==> src/rtl/button_event_arbiter_pkg.sv <==
// Shared types, constants and round-robin helper for the button event arbiter.
// Latency: n/a (package only).
// Backpressure: n/a (package only).
package btn_evt_pkg;

    typedef enum logic [1:0] {
        DET_IDLE  = 2'd0,
        DET_PULSE = 2'd1,
        DET_WAIT  = 2'd2
    } det_state_t;

    localparam int           DROP_W   = 8;
    localparam logic [7:0]   DROP_MAX = 8'd255;
    localparam int           MAX_BTN  = 16;

    // First set bit of pend searching upward from last+1, wrapping modulo n.
    // Returns 0 when nothing is set; callers only use the result when pend != 0.
    function automatic logic [3:0] rr_pick(input logic [15:0] pend,
                                           input logic [3:0]  last,
                                           input int          n);
        logic [3:0] win;
        logic       found;
        int         idx;
        win   = '0;
        found = 1'b0;
        for (int k = 1; k <= MAX_BTN; k++) begin
            idx = (int'(last) + k) % n;
            if ((k <= n) && !found && pend[idx]) begin
                win   = 4'(idx);
                found = 1'b1;
            end
        end
        return win;
    endfunction

endpackage

==> src/rtl/button_event_arbiter_if.sv <==
// Event handshake bundle between the arbiter and its single consumer.
// Latency: n/a (wiring only).
// Backpressure: consumer holds Evt_Ready low to stall; producer keeps Evt_Id stable.
interface button_event_arbiter_if #(
    parameter int ID_W = 2
) ();
    logic            Evt_Valid;
    logic            Evt_Ready;
    logic [ID_W-1:0] Evt_Id;

    modport master (output Evt_Valid, output Evt_Id, input Evt_Ready);
    modport slave  (input Evt_Valid, input Evt_Id, output Evt_Ready);
endinterface

==> src/rtl/button_event_arbiter_detect.sv <==
// Single-button press detector: one pulse per press regardless of hold length.
// Latency: pulse is high for the cycle after the first low sample.
// Backpressure: none; the detector free-runs.
module btn_press_detect
    import btn_evt_pkg::*;
(
    input  logic Clk,
    input  logic Rst,
    input  logic btn,
    output logic pulse
);

    det_state_t state, state_nxt;

    // State register with synchronous active-low reset.
    always_ff @(posedge Clk) begin
        if (!Rst) state <= DET_IDLE;
        else      state <= state_nxt;
    end

    // Next state and pulse; PULSE always moves to WAIT so a short tap still yields one pulse.
    always_comb begin
        state_nxt = DET_IDLE;
        pulse     = 1'b0;
        case (state)
            DET_IDLE:  state_nxt = btn ? DET_IDLE : DET_PULSE;
            DET_PULSE: begin
                pulse     = 1'b1;
                state_nxt = DET_WAIT;
            end
            DET_WAIT:  state_nxt = btn ? DET_IDLE : DET_WAIT;
            default:   state_nxt = DET_IDLE;
        endcase
    end

endmodule

==> src/rtl/button_event_arbiter.sv <==
// Turns N active-low button presses into serialised round-robin events with a minimum gap.
// Latency: first low sample at E1 -> Evt_Valid after E3 when the arbiter is idle.
// Backpressure: Evt_Valid/Evt_Id held until Evt_Ready; presses on an already-pending button are dropped and counted.
module button_event_arbiter
    import btn_evt_pkg::*;
#(
    parameter int N_BTN      = 4,
    parameter int GAP_CYCLES = 3
) (
    input  logic                   Clk,
    input  logic                   Rst,
    input  logic                   En,
    input  logic [N_BTN-1:0]       Btn_In,
    button_event_arbiter_if.master evt,
    output logic [N_BTN-1:0]       Pending,
    output logic [DROP_W-1:0]      Drop_Count
);

    localparam int ID_W  = $clog2(N_BTN);
    localparam int GAP_W = $clog2(GAP_CYCLES + 2);

    logic [N_BTN-1:0]  pulse;
    logic [ID_W-1:0]   last;
    logic [ID_W-1:0]   winner;
    logic              grant;
    logic              accept;
    logic [GAP_W-1:0]  gap;
    logic [N_BTN-1:0]  pend_nxt;
    logic [4:0]        drop_num;
    logic [DROP_W:0]   drop_sum;
    logic [DROP_W-1:0] drop_nxt;

    genvar g;
    generate
        for (g = 0; g < N_BTN; g++) begin : g_det
            btn_press_detect u_det (
                .Clk   (Clk),
                .Rst   (Rst),
                .btn   (Btn_In[g]),
                .pulse (pulse[g])
            );
        end
    endgenerate

    // Grant decision and round-robin winner selection.
    always_comb begin
        accept = evt.Evt_Valid & evt.Evt_Ready;
        grant  = En & ~evt.Evt_Valid & (gap == '0) & (|Pending);
        winner = ID_W'(rr_pick(16'(Pending), 4'(last), N_BTN));
    end

    // Pending update and drop tally; a press on the button being granted this cycle is kept, not dropped.
    always_comb begin
        logic granted_i;
        pend_nxt = Pending;
        drop_num = '0;
        for (int i = 0; i < N_BTN; i++) begin
            granted_i   = grant && (winner == ID_W'(i));
            pend_nxt[i] = (Pending[i] & ~granted_i) | pulse[i];
            if (pulse[i] && Pending[i] && !granted_i)
                drop_num = drop_num + 5'd1;
        end
        drop_sum = {1'b0, Drop_Count} + (DROP_W + 1)'(drop_num);
        drop_nxt = drop_sum[DROP_W] ? DROP_MAX : drop_sum[DROP_W-1:0];
    end

    // Pending flags and saturating drop counter.
    always_ff @(posedge Clk) begin
        if (!Rst) begin
            Pending    <= '0;
            Drop_Count <= '0;
        end else begin
            Pending    <= pend_nxt;
            Drop_Count <= drop_nxt;
        end
    end

    // Output event register and round-robin pointer; grant and accept never coincide.
    always_ff @(posedge Clk) begin
        if (!Rst) begin
            evt.Evt_Valid <= 1'b0;
            evt.Evt_Id    <= '0;
            last          <= ID_W'(N_BTN - 1);
        end else if (grant) begin
            evt.Evt_Valid <= 1'b1;
            evt.Evt_Id    <= winner;
            last          <= winner;
        end else if (accept) begin
            evt.Evt_Valid <= 1'b0;
        end
    end

    // Inter-event gap counter, loaded on accept and running regardless of En.
    always_ff @(posedge Clk) begin
        if (!Rst)             gap <= '0;
        else if (accept)      gap <= GAP_W'(GAP_CYCLES);
        else if (gap != '0)   gap <= gap - 1'b1;
    end

endmodule

==> src/flat_wrapper.sv <==
// flat-port wrapper written by rule: the top's interface ports become plain ports
module button_event_arbiter_flat import btn_evt_pkg::*;
#(
    parameter int N_BTN      = 4,
    parameter int GAP_CYCLES = 3
)
  (Clk, Rst, En, Btn_In, Pending, Drop_Count, evt_Evt_Valid, evt_Evt_Id, evt_Evt_Ready);
  button_event_arbiter_if #(.ID_W(2)) evt_i ();
  input  logic Clk;
  input  logic Rst;
  input  logic En;
  input  logic [N_BTN-1:0] Btn_In;
  output logic [N_BTN-1:0] Pending;
  output logic [DROP_W-1:0] Drop_Count;
  output wire logic [$bits(evt_i.Evt_Valid)-1:0] evt_Evt_Valid;
  output wire logic [$bits(evt_i.Evt_Id)-1:0] evt_Evt_Id;
  input wire logic [$bits(evt_i.Evt_Ready)-1:0] evt_Evt_Ready;
  assign evt_Evt_Valid = evt_i.Evt_Valid;
  assign evt_Evt_Id = evt_i.Evt_Id;
  assign evt_i.Evt_Ready = evt_Evt_Ready;
  button_event_arbiter #(.N_BTN(N_BTN), .GAP_CYCLES(GAP_CYCLES)) u_core (.Clk(Clk), .Rst(Rst), .En(En), .Btn_In(Btn_In), .evt(evt_i), .Pending(Pending), .Drop_Count(Drop_Count));
endmodule
==> config.mk <==
export PLATFORM = sky130hd
export DESIGN_NAME = button_event_arbiter_flat
export DESIGN_NICKNAME = d
export VERILOG_FILES = /design/src/rtl/button_event_arbiter_pkg.sv /design/src/rtl/button_event_arbiter_if.sv /design/src/rtl/button_event_arbiter_detect.sv /design/src/rtl/button_event_arbiter.sv /design/src/flat_wrapper.sv
export SDC_FILE = /design/constraint.sdc
export NUM_CORES = 1
export LEC_CHECK = 0
export BUFFER_PORTS_ARGS = -buffer_cell sky130_fd_sc_hd__buf_2
export CAP_MARGIN = 20
export CORE_ASPECT_RATIO = 0.5
export CORE_UTILIZATION = 28
export CTS_CLUSTER_DIAMETER = 120
export DETAILED_ROUTE_END_ITERATION = 6
export GPL_TIMING_DRIVEN = 0
export HOLD_SLACK_MARGIN = 0.06
export SLEW_MARGIN = 30
export SYNTH_ARGS = -nofsm -noshare
export SYNTH_HDL_FRONTEND = slang
export SYNTH_SLANG_ARGS = --single-unit
==> constraint.sdc <==
create_clock -name Clk -period 8.55 [get_ports Clk]
set_clock_uncertainty 0.05 [all_clocks]
set_input_delay 2.565 -clock Clk [delete_from_list [all_inputs] [get_ports Clk]]
set_output_delay 2.565 -clock Clk [all_outputs]
set_load 0.02 [all_outputs]
# Word level (Yosys, flattened, before mapping)
# Cells that the tools add are included.
[word_totals]
input_bits = 8
elab_cells = 138
ff_bits = 28
[classes]
n_eq_ne = 11
n_lt_le_gt_ge = 4
n_addsub = 9
bitwise_logic = 22
mux = 44
reduce_logical = 37
[ops]
columns = ["cell", "n"]
rows = [
  ["$lt 3x6->1 const B", 4],
  ["$pmux 2 s3", 4],
  ["$mux 1", 22],
  ["$mux 2", 10],
  ["$logic_and 1x1->1", 15],
  ["$mux 5", 3],
  ["$bmux 1 s3", 4],
  ["$eq 2x2->1 const B", 6],
  ["$add 5x1->5 const B", 2],
  ["$eq 2x1->1 const B", 5],
  ["$logic_not 2->1", 5],
  ["$reduce_or 2->1", 5],
  ["$add 8x5->9", 1],
  ["$and 1x1->1", 8],
  ["$mux 8", 1],
  ["$logic_not 1->1", 7],
  ["$not 1->1", 6],
  ["$add 2x1->2 const B", 2],
  ["$add 2x2->2 const B", 2],
  ["$and 1x1->1 const A", 4],
  ["$or 1x1->1", 4],
  ["$reduce_bool 2->1", 2],
  ["$reduce_or 4->1", 1],
  ["$logic_not 3->1", 1],
  ["other kinds (3)", 3],
]

# Depth between registers and ports, before layout
# Gate-level depths: netlist of the first run.
[logic_depth]
depth_word = 29
ltp_mapped = 19

# Cells and area by module
# A second synthesis of the first run with hierarchy kept.
[hier_totals]
hier_cells = 171
hier_area_um2 = 1657.8
[by_module_without_submodules]
columns = ["module", "cells_per_inst", "seq_area_each_um2", "area_each_um2", "instances"]
rows = [
  ["button_event_arbiter", 147, 400.4, 1327.5, 1],
  ["btn_press_detect", 6, 40.0, 82.6, 4],
]

# Worst setup path before layout of the first run
# No wires, ideal clock.
[synth_timing]
path_type = "input to register"
from = "input port En"
to = "register u_core.Drop_Count[5]"
required_time_ns = 8.422
n_path_buf = 0
cell_stages = 14
arrival_time_ns = 5.264
path_slack_ns = 3.158
cell_sequence = "nor3b_1 > nand3_1 > o21ai_1 > nor2_1 > ha_1 > xor2_1 > ha_1 > mux2_4 > ha_1 > a21o_1 > a21oi_1 > o21ai_1 > and4b_1 > nor3_1"
[synth_between]
elab_chain_len = 15
word_cells_on_any_way = 24
classes_between = "add/sub: 4; mux: 5; bitwise: 3; reduce/logical: 12"
[synth_lines]
columns = ["item", "line_no", "rtl"]
rows = [
  ["from (decl)", "flat_wrapper.sv:11", "input logic En;"],
  ["$and 1x1->1 * (3 in series)", "button_event_arbiter.sv:48", "grant = En & ~evt.Evt_Valid & (gap == '0) & (|Pending);"],
  ["$logic_and 1x1->1", "button_event_arbiter.sv:58", "granted_i = grant && (winner == ID_W'(i));"],
  ["$logic_not 1->1", "button_event_arbiter.sv:60", "if (pulse[i] && Pending[i] && !granted_i)"],
  ["$logic_and 1x1->1", "button_event_arbiter.sv:60", ""],
  ["$mux 1", "button_event_arbiter.sv:60", ""],
  ["$add 1x1->2", "button_event_arbiter.sv:61", "drop_num = drop_num + 5'd1;"],
  ["$mux 5", "button_event_arbiter.sv:60", ""],
  ["$add 5x1->5", "button_event_arbiter.sv:61", ""],
  ["$mux 5", "button_event_arbiter.sv:60", ""],
  ["$add 5x1->5", "button_event_arbiter.sv:61", ""],
  ["$mux 5 *", "button_event_arbiter.sv:60", ""],
  ["$add 8x5->9 *", "button_event_arbiter.sv:63", "drop_sum = {1'b0, Drop_Count} + (DROP_W + 1)'(drop_num);"],
  ["$mux 8 *", "button_event_arbiter.sv:64", "drop_nxt = drop_sum[DROP_W] ? DROP_MAX : drop_sum[DROP_W-1:0];"],
  ["to (signal assigned)", "button_event_arbiter.sv:74", "Drop_Count <= drop_nxt;"],
  ["to (decl)", "button_event_arbiter.sv:16", "output logic [DROP_W-1:0] Drop_Count"],
]
# Mark *: on every way between the ends. The rest lies on a longest branch, timed or not.
# A chain may end at the register's enable or synchronous reset.

# Final worst setup path of the first run
# Ends and elaborated chain as after synthesis.

==> flow_summary.json, run 1 <==
{
  "outcome": "completed",
  "routed_wl_mm": 3.041,
  "dieArea_mm2": 0.005649,
  "r2r_setup_slack_ps": 4490,
  "path_common_cell": "ha_1",
  "die_h_um": 53.65,
  "powerDensity_mw_per_mm2": 207.2,
  "max_slew_margin_pct": 66.20,
  "regArea_um2": 560.5,
  "synth_warnings": 0,
  "cts_buffer_depth": 2,
  "hp-class": "register to register",
  "fin_crit_ps": 5638,
  "ir_worst_vdd_mv": 0.07498,
  "grt_pass1_vias": 1146,
  "yosys-top-cells-area": "dfxtp_1 38%, ha_1 7.5%, a21oi_1 6.4%",
  "grt_pass1_wl_mm": 5.030,
  "nNetsFinal": 210,
  "coreArea_mm2": 0.005022,
  "slowest_delay_ps": 320,
  "netlist_area_mm2": 0.001494,
  "ioPinCount": 23,
  "htree_levels": 1,
  "die_w_um": 105.3,
  "drv_cap": 0,
  "vias": 1224,
  "worstPathArrival_ps": 5790,
  "start_util_pct": 29.75,
  "grtUsageMet1_pct": 13.48,
  "clk_latency_ps": 270,
  "end_kind": "register",
  "worst_pin_slew_ps": 506.9,
  "async_flop_share_pct": 0,
  "path_cells": "buf_2 > nor3b_1 > nand3_1 > o21ai_1 > nor2_1 > ha_1 > xor2_1 > ha_1 > mux2_4 > ha_1 > a21o_1 > a21oi_1 > o21ai_1 > and4b_1 > nor3_1",
  "wl_per_cell_um": 11.65,
  "ctsHoldBuffers": 0,
  "dp_hpwl_mm": 2.384,
  "p_leak_nw": 0.7355,
  "synth_cell_types": 44,
  "fin_cells": 261,
  "synth_seq_area_share_pct": 37.52,
  "rsz0062_at_grt": "no",
  "syn_nets": 183,
  "drt-initial-drc-count": 21,
  "cts_setup_buffers": 0,
  "cts_root_buf": "clkbuf_8",
  "cts_resized": 0,
  "cts_tree": "yes",
  "grt_remaining_overflow": 0,
  "hold_viol_final": 0,
  "slowest_stage": "ha_1",
  "drive_above_1_share_pct": 20.42,
  "drv_slew": 0,
  "cp_max_fo": 4,
  "required_ps": 8700,
  "area_delta_synth_final_pct": 18.01,
  "max_freq_ghz": 0.1774,
  "drtAntennaViolNets": 0,
  "nFillCells": 517,
  "fin_crit_sh_pct": 65.94,
  "syn_avg_cell_area_um2": 9.054,
  "fin_tns_setup_ps": 0,
  "antenna_found_initial": 0,
  "top_usage_layer": "met2",
  "num_antenna_cells": 0,
  "dp.cells": 257,
  "setup_violations": 0,
  "clock_sinks": 28,
  "port_buffers": 22,
  "gr-usage-met3_pct": 2.542,
  "dr.pass1.iters": 4,
  "synth_edf_count": 0,
  "via_per_inst": 4.690,
  "syn_inst": 165,
  "ys_seq_elements": 28,
  "cp-start-kind": "primary input",
  "path_class": "primary input to register",
  "yosysTopAreaCell": "dfxtp_1",
  "drc": 0,
  "multi_input_area_um2": 880.8,
  "grt_max_degree": 17,
  "rows": 18,
  "cts_buffers": 3,
  "ys.flop_type": "dfxtp_1",
  "grt_use_met2_pct": 20.83,
  "yosysTopAreaCellShare_pct": 37.52,
  "grt_usage_pct": 11.19,
  "cts.clk_slew.worst_paths_ps": 100,
  "place_congestion": 0.7496
}
## cells in the final DEF (no fill, tap or decap), types with 3 or more instances in the layout
master and count:
dfxtp_1 28, buf_2 22, nor2_1 21, a21oi_1 19
inv_1 12, nand2_1 10, ha_1 9, nor2b_1 5
nand2b_1 5, xnor2_1 4, nor4_1 4, o21ai_1 3
xor2_1 3, o21ai_0 3, clkbuf_8 3
## registers in the layout, summed over array words and instances (netlist names)
name	cells
u_core.gap	3
u_core.evt.Evt_Valid	1
u_core.last	2
u_core.Drop_Count	8
u_core.Pending	4
u_core.evt.Evt_Id	2
u_core.g_det.u_det.state	8
## cell usage after synthesis, types with 2 or more instances
library cell and number:
a31oi_1 2, xnor2_1 4, clkbuf_1 2, nand3_1 2
a21oi_1 19, nor3_1 2, a21o_1 2, o21ai_1 3
nand2b_1 5, nor4_1 4, and3_1 2, nor2b_1 5
o21a_1 2, ha_1 9, mux2i_1 2, nor2_1 21
dfxtp_1 28, inv_1 12, o21ai_0 3, nand2_1 10
xor2_1 3
## cell type report
type / count / area share [%]
clock buffers: 3 / 2.342
inverters: 12 / 2.555
plain buffers: 2 / 0.4258
flip-flops and latches: 28 / 31.80
multi-input cells: 123 / 49.96
well taps: 70 / 4.968
repair buffers: 22 / 6.246
clock inverters: 1 / 1.703
## report_power, final
part	switching [mW]	internal (mW)	total (mW)
logic	0.0566	0.0448	0.101
clock network	0.0415	0.0627	0.104
registers	0.0134	0.146	0.160
## worst max-delay path, delay by kind of cell
kind,cells,cell delay [ps]
AO/OA/AOI/OAI,4,800
XOR/XNOR,1,260
adder cells (fa/ha/maj),3,870
buffers and inverters,1,110
multiplexers,1,270
AND/OR/NAND/NOR,5,890
## through the flow
step / hold slack, ps / instance area [µm²] / util [%] / total power, mW / setup slack [ps]
3_5_place_dp: 382.3 / 1692 / 33.68 / 0.2650 / 2661
2_1_floorplan: 360.4 / 1494 / - / 0.2416 / 3158
4_1_cts: 397.0 / 1763 / 35.10 / 0.3694 / 2911
5_1_grt: 421.6 / 1763 / 35.10 / 0.3871 / 2607
6_report: 395.2 / 1763 / 35.10 / 0.3653 / 2912
3_3_place_gp: 368.1 / 1692 / 33.68 / 0.2620 / 2718
## cell families (layout without fill, tap and decap cells)
| family | after synthesis | after routing | share of synthesized area, % |
|---|---|---|---|
| other | 1 | 1 | 0.2510 |
| AND/OR/NAND/NOR | 59 | 59 | 21.78 |
| multiplexers | 4 | 4 | 3.266 |
| buffers and inverters | 14 | 40 | 3.518 |
| adder cells (fa/ha/maj) | 10 | 10 | 8.878 |
| flip-flops | 28 | 28 | 37.52 |
| XOR/XNOR | 7 | 7 | 4.104 |
| AO/OA/AOI/OAI | 42 | 42 | 20.69 |
## layer usage
layer  vias up  wire [µm]
met5         -          0
met4         0         17
met3         2         52
met2        16       1498
met1       583       1473
li1        623          -
## worst paths after layout
kind                                   from                              to  cells after the start
max                                      En            u_core.Drop_Count[5]                     15
min          u_core.g_det[3].u_det.state[0]  u_core.g_det[3].u_det.state[0]                      1
max reg2reg                   u_core.gap[0]            u_core.Drop_Count[5]                     17
min reg2reg  u_core.g_det[3].u_det.state[0]  u_core.g_det[3].u_det.state[0]                      1
Power figures use the tool's default switching activity.
==> run 2: changes to the inputs <==
ABC_AREA = 1   (was default)
clock period = 5.4 ns   (was 8.55 ns; I/O delays follow)
==> run 2 against run 1 <==
Count of clock-buffer cells in the layout unchanged. Sequential share of layout area decreased by 4.9 points. Highest routed layer unchanged. Utilization increased by 1.4 points. Critical path type unchanged. Largest power group is now combinational logic. Sequential power increased by 58%. Critical endpoint is now u_core.Drop_Count[1].
==> flow_summary.json, run 2 <==
{
  "grt_pass1_vias": 1560,
  "dp_hpwl_mm": 2.945,
  "drt-initial-drc-count": 33,
  "path_common_cell": "nand2_1",
  "syn_nets": 271,
  "cts.clk_slew.worst_paths_ps": 70,
  "htree_levels": 1,
  "max_slew_margin_pct": 63.07,
  "yosys-top-cells-area": "dfxtp_1 32%, nand2_1 14%, inv_1 8.5%",
  "setup_violations": 0,
  "drv_slew": 0,
  "worst-path-buf-inv": 6,
  "clk_latency_ps": 260,
  "outcome": "completed",
  "final_cell_mix": "66 x nand2_1, 39 x inv_1, 28 x dfxtp_1",
  "dieArea_mm2": 0.006518,
  "wl_met3_um": 67,
  "dr.pass1.iters": 4,
  "netlist_top_cells_count": "66 x nand2_1, 39 x inv_1, 28 x dfxtp_1",
  "die_h_um": 57.59,
  "rsz0062_at_grt": "no",
  "clock_sinks": 28,
  "nNetsFinal": 301,
  "biggestRegsByFlops": "u_core.Drop_Count (8), u_core.g_det.u_det.state (8), u_core.Pending (4)",
  "die_w_um": 113.2,
  "worstPathArrival_ps": 5120,
  "synth_seq_area_share_pct": 32.39,
  "coreArea_mm2": 0.005705,
  "worst_pin_slew_ps": 554.0,
  "netlist_area_mm2": 0.001730,
  "antenna_found_initial": 0,
  "cts_tree": "yes",
  "async_flop_share_pct": 0,
  "num_antenna_cells": 0,
  "drive_above_1_share_pct": 18.79,
  "fin_crit_ps": 4981,
  "syn_inst": 253,
  "grt_max_degree": 17,
  "dp.cells": 348,
  "yosysTopAreaCell": "dfxtp_1",
  "syn_avg_cell_area_um2": 6.840,
  "placed_cell_area_mm2": 0.001932,
  "crit_family": "simple AND/OR/NAND/NOR gates",
  "cp-start-kind": "primary input",
  "cts_root_buf": "clkbuf_16",
  "synth_edf_count": 0,
  "drt-met1-wl_mm": 1.862,
  "slowest_delay_ps": 450,
  "grt_remaining_overflow": 0,
  "wl_per_cell_um": 10.52,
  "cp_max_fo": 8,
  "drtAntennaViolNets": 0,
  "vias": 1605,
  "drv_cap": 0,
  "p_leak_nw": 1.010,
  "rows": 19,
  "ys_seq_elements": 28,
  "place_congestion": 0.8370,
  "routed_wl_mm": 3.736,
  "fin_cells": 355,
  "synth.most_common_cell": "nand2_1",
  "port_buffers": 22,
  "ir_worst_vdd_mv": 0.1192,
  "hp-class": "register to register",
  "ioPinCount": 23,
  "postLayoutCoreUtil_pct": 36.47,
  "top_layer": "met4",
  "design_area_mm2": 0.002081,
  "yosysTopAreaCellShare_pct": 32.39,
  "ctsHoldBuffers": 0,
  "grt_pass1_wl_mm": 6.541,
  "wl_met2_mm": 1.793,
  "area_delta_synth_final_pct": 20.25,
  "max_freq_ghz": 0.2008,
  "start_util_pct": 30.33,
  "synth_cell_types": 33,
  "drc": 0,
  "required_ps": 5540,
  "fin_crit_sh_pct": 92.24,
  "slowest_stage": "fa_1",
  "path_class": "primary input to register",
  "hold_viol_final": 0,
  "cts_buffer_depth": 2,
  "powerDensity_mw_per_mm2": 363.2,
  "ys.flop_type": "dfxtp_1",
  "end_kind": "register",
  "grt_usage_pct": 12.31,
  "final_common_cell": "nand2_1",
  "cts_buffers": 3,
  "synth_warnings": 0,
  "via_per_inst": 4.521
}
[run 2: cell families (layout without fill, tap and decap cells)]
family / after synthesis / count (layout) / share of synthesized area [%]
and+or+nand+nor: 127 / 127 / 34.35
buffers and inverters: 45 / 74 / 10.63
AOI/OAI and AO/OA: 37 / 37 / 12.22
DFF: 28 / 28 / 32.39
adders and majority gates: 10 / 10 / 7.665
xor gates and xnor gates: 5 / 5 / 2.531
other: 1 / 1 / 0.2167
[run 2: what timing repair did]
| item | in CTS | in global routing |
|---|---|---|
| hold endpoints to repair | 0 | 0 |
| resized for setup | 1 | 4 |
| endpoints found under the setup margin | 4 | 8 |
| setup buffers | 0 | 3 |
[run 2: path summary, 6_finish.rpt]
check        slack (ps)                           start                        endpoint  cells past startpoint
min                 370  u_core.g_det[2].u_det.state[1]  u_core.g_det[2].u_det.state[0]                      1
min reg2reg         370  u_core.g_det[2].u_det.state[1]  u_core.g_det[2].u_det.state[0]                      1
max                 420                              En            u_core.Drop_Count[1]                     25
max reg2reg        1020               u_core.Pending[3]            u_core.Drop_Count[1]                     28
[run 2: power breakdown]
group	internal, mW	switching [mW]	total, mW
combinational	0.103	0.176	0.280
clock	0.148	0.0749	0.223
sequential	0.233	0.0202	0.253
total	0.484	0.272	0.756
[run 2: metrics by stage]
stage	power, mW	hold slack [ps]	setup TNS (ps)	setup WS, ps
floorplan	0.4696	341.1	0	419.7
global placement	0.5139	347.5	-1154	-241.5
detailed placement	0.5249	359.8	-1663	-326.1
CTS	0.7527	370.9	0	29.05
global route	0.8118	399.9	0	33.40
finish	0.7557	373.6	0	419.1
[run 2: cell type report]
type / instances / area [µm²]
flip-flops and latches: 28 / 560.5
clock buffers: 3 / 75.07
plain buffers: 4 / 30.03
fillers: 614 / 3625
multi-input cells: 180 / 1007
clock inverters: 1 / 30.03
repair buffers: 25 / 132.6
inverters: 41 / 153.9
well taps: 73 / 91.34
[run 2: per-layer routing]
metal	vias up	global-route usage, %
met1	725	15.00
met5	-	0
met2	16	23.05
li1	862	-
met4	0	2.444
met3	2	2.232
==> run 3: changes to the inputs <==
BUFFER_PORTS_ARGS = default   (was -buffer_cell sky130_fd_sc_hd__buf_2)
DONT_BUFFER_PORTS = 1   (was default)
==> run 3 against run 2 <==
First-iteration DRC count is 45% higher. Design area is 6.7% lower. Sequential cell count stayed put. Die area stayed put. Largest cell class unchanged.
==> flow_summary.json, run 3 (synthesis results as in run 2) <==
{
  "worstPathArrival_ps": 5120,
  "drv_cap": 0,
  "grt_usage_pct": 12.07,
  "path_class": "primary input to register",
  "hp-class": "register to register",
  "clock_sinks": 28,
  "rsz0062_at_grt": "no",
  "drt-initial-drc-count": 48,
  "ioPinCount": 23,
  "whs_ps": 363.3,
  "gr-usage-met3_pct": 3.082,
  "fin_tns_setup_ps": 0,
  "required_ps": 5540,
  "cts.clk_slew.worst_paths_ps": 70,
  "path_common_cell": "nand2_1",
  "outcome": "completed",
  "nNetsFinal": 278,
  "end_kind": "register",
  "rows": 19,
  "ir_worst_vdd_mv": 0.1212,
  "fin_crit_sh_pct": 92.24,
  "dieArea_mm2": 0.006518,
  "p_leak_nw": 0.8885,
  "num_antenna_cells": 0,
  "max_freq_ghz": 0.2008,
  "area_delta_synth_final_pct": 12.15,
  "dp_hpwl_mm": 2.875,
  "wl_per_cell_um": 11.00,
  "grtUsageMet1_pct": 13.54,
  "start_util_pct": 30.33,
  "biggestRegsByFlops": "u_core.Drop_Count (8), u_core.g_det.u_det.state (8), u_core.Pending (4)",
  "dr.pass1.iters": 5,
  "vias": 1546,
  "port_buffers": 0,
  "worst_pin_slew_ps": 511.0,
  "cts_root_buf": "clkbuf_16",
  "routed_wl_mm": 3.651,
  "htree_levels": 1,
  "cts_buffers": 3,
  "slowest_delay_ps": 430,
  "place_congestion": 0.8078,
  "crit_family": "simple AND/OR/NAND/NOR gates",
  "max_slew_margin_pct": 65.93,
  "antenna_found_initial": 0,
  "grt_use_met2_pct": 22.96,
  "hold_viol_final": 0,
  "path_cells": "nand3b_1 > a41oi_4 > inv_1 > a21oi_2 > nand2_1 > nand2_1 > inv_1 > nand2_2 > inv_1 > ha_1 > nand3_1 > nand2_1 > inv_1 > ha_1 > or2_0 > nand2_1 > fa_1 > o21ai_1 > nand2_1 > nor2_1 > nand2_1 > nor2_1 > inv_1 > a21oi_1",
  "coreArea_mm2": 0.005705,
  "cts_buffer_depth": 2,
  "drive_above_1_share_pct": 10.81,
  "die_h_um": 57.59,
  "drc": 0,
  "grt_remaining_overflow": 0,
  "fin_cells": 332,
  "final_cell_mix": "66 x nand2_1, 39 x inv_1, 28 x dfxtp_1",
  "drv_slew": 0,
  "grt_max_degree": 16,
  "worst-path-buf-inv": 5,
  "setup_violations": 0,
  "cp_max_fo": 6,
  "cts_tree": "yes",
  "cp-start-kind": "primary input",
  "fin_crit_ps": 4981,
  "final_common_cell": "nand2_1",
  "powerDensity_mw_per_mm2": 363.5,
  "slowest_stage": "fa_1",
  "dp.cells": 326,
  "grt_pass1_vias": 1483,
  "clk_latency_ps": 260,
  "drtAntennaViolNets": 0,
  "grt_pass1_wl_mm": 6.285,
  "ctsHoldBuffers": 0,
  "top_usage_layer": "met2",
  "via_per_inst": 4.657,
  "die_w_um": 113.2,
  "postLayoutCoreUtil_pct": 34.01
}
## run 3: cell count changes in the layout (fill, tap and decap cells not counted)
cell and delta:
nor2_1 +1, o21ai_1 +1, buf_2 -22, nor2_2 -1
buf_4 -1, clkbuf_8 +1, bufinv_16 -1, o21ai_2 -1
## run 3: worst paths after layout
path	startpoint	to	slack (ps)	depth (start not counted)
max	En	u_core.Drop_Count[3]	420	24
min	u_core.g_det[2].u_det.state[1]	u_core.g_det[2].u_det.state[0]	360	1
max reg2reg	u_core.Pending[3]	u_core.Drop_Count[3]	740	28
min reg2reg	u_core.g_det[2].u_det.state[1]	u_core.g_det[2].u_det.state[0]	360	1
## run 3: metrics by stage
stage	total power, mW	area, µm²	setup slack, ps
6_report	0.7053	1941	419.2
5_1_grt	0.7568	1941	23.42
4_1_cts	0.7029	1922	79.00
3_5_place_dp	0.5142	1822	-251.4
3_3_place_gp	0.5029	1822	-142.0
2_1_floorplan	0.4696	1730	419.7
## run 3: cell type report
| cell class | count | area (µm²) |
|---|---|---|
| plain buffers | 4 | 30.03 |
| inverters | 41 | 153.9 |
| fillers | 604 | 3765 |
| flip-flops and latches | 28 | 560.5 |
| repair buffers | 2 | 15.01 |
| multi-input cells | 180 | 1001 |
| well taps | 73 | 91.34 |
| clock buffers | 4 | 88.84 |
## run 3: per-layer routing
| layer | up-vias | wire, µm |
|---|---|---|
| met1 | 715 | 1697 |
| met4 | 0 | 27 |
| met5 | - | 0 |
| met3 | 2 | 139 |
| met2 | 21 | 1786 |
| li1 | 808 | - |
## run 3: repair_timing
item                       in CTS  in global routing
gates resized for setup         1                  2
pin swaps                       0                  0
gates cloned                    0                  0
setup buffers                   0                  2
setup endpoints to repair       1                  6
## run 3: power by group
group / internal (mW) / switching (mW) / total [mW]
Sequential: 0.233 / 0.0330 / 0.266
Combinational: 0.0934 / 0.162 / 0.256
Clock: 0.114 / 0.0699 / 0.183
Total: 0.440 / 0.265 / 0.705
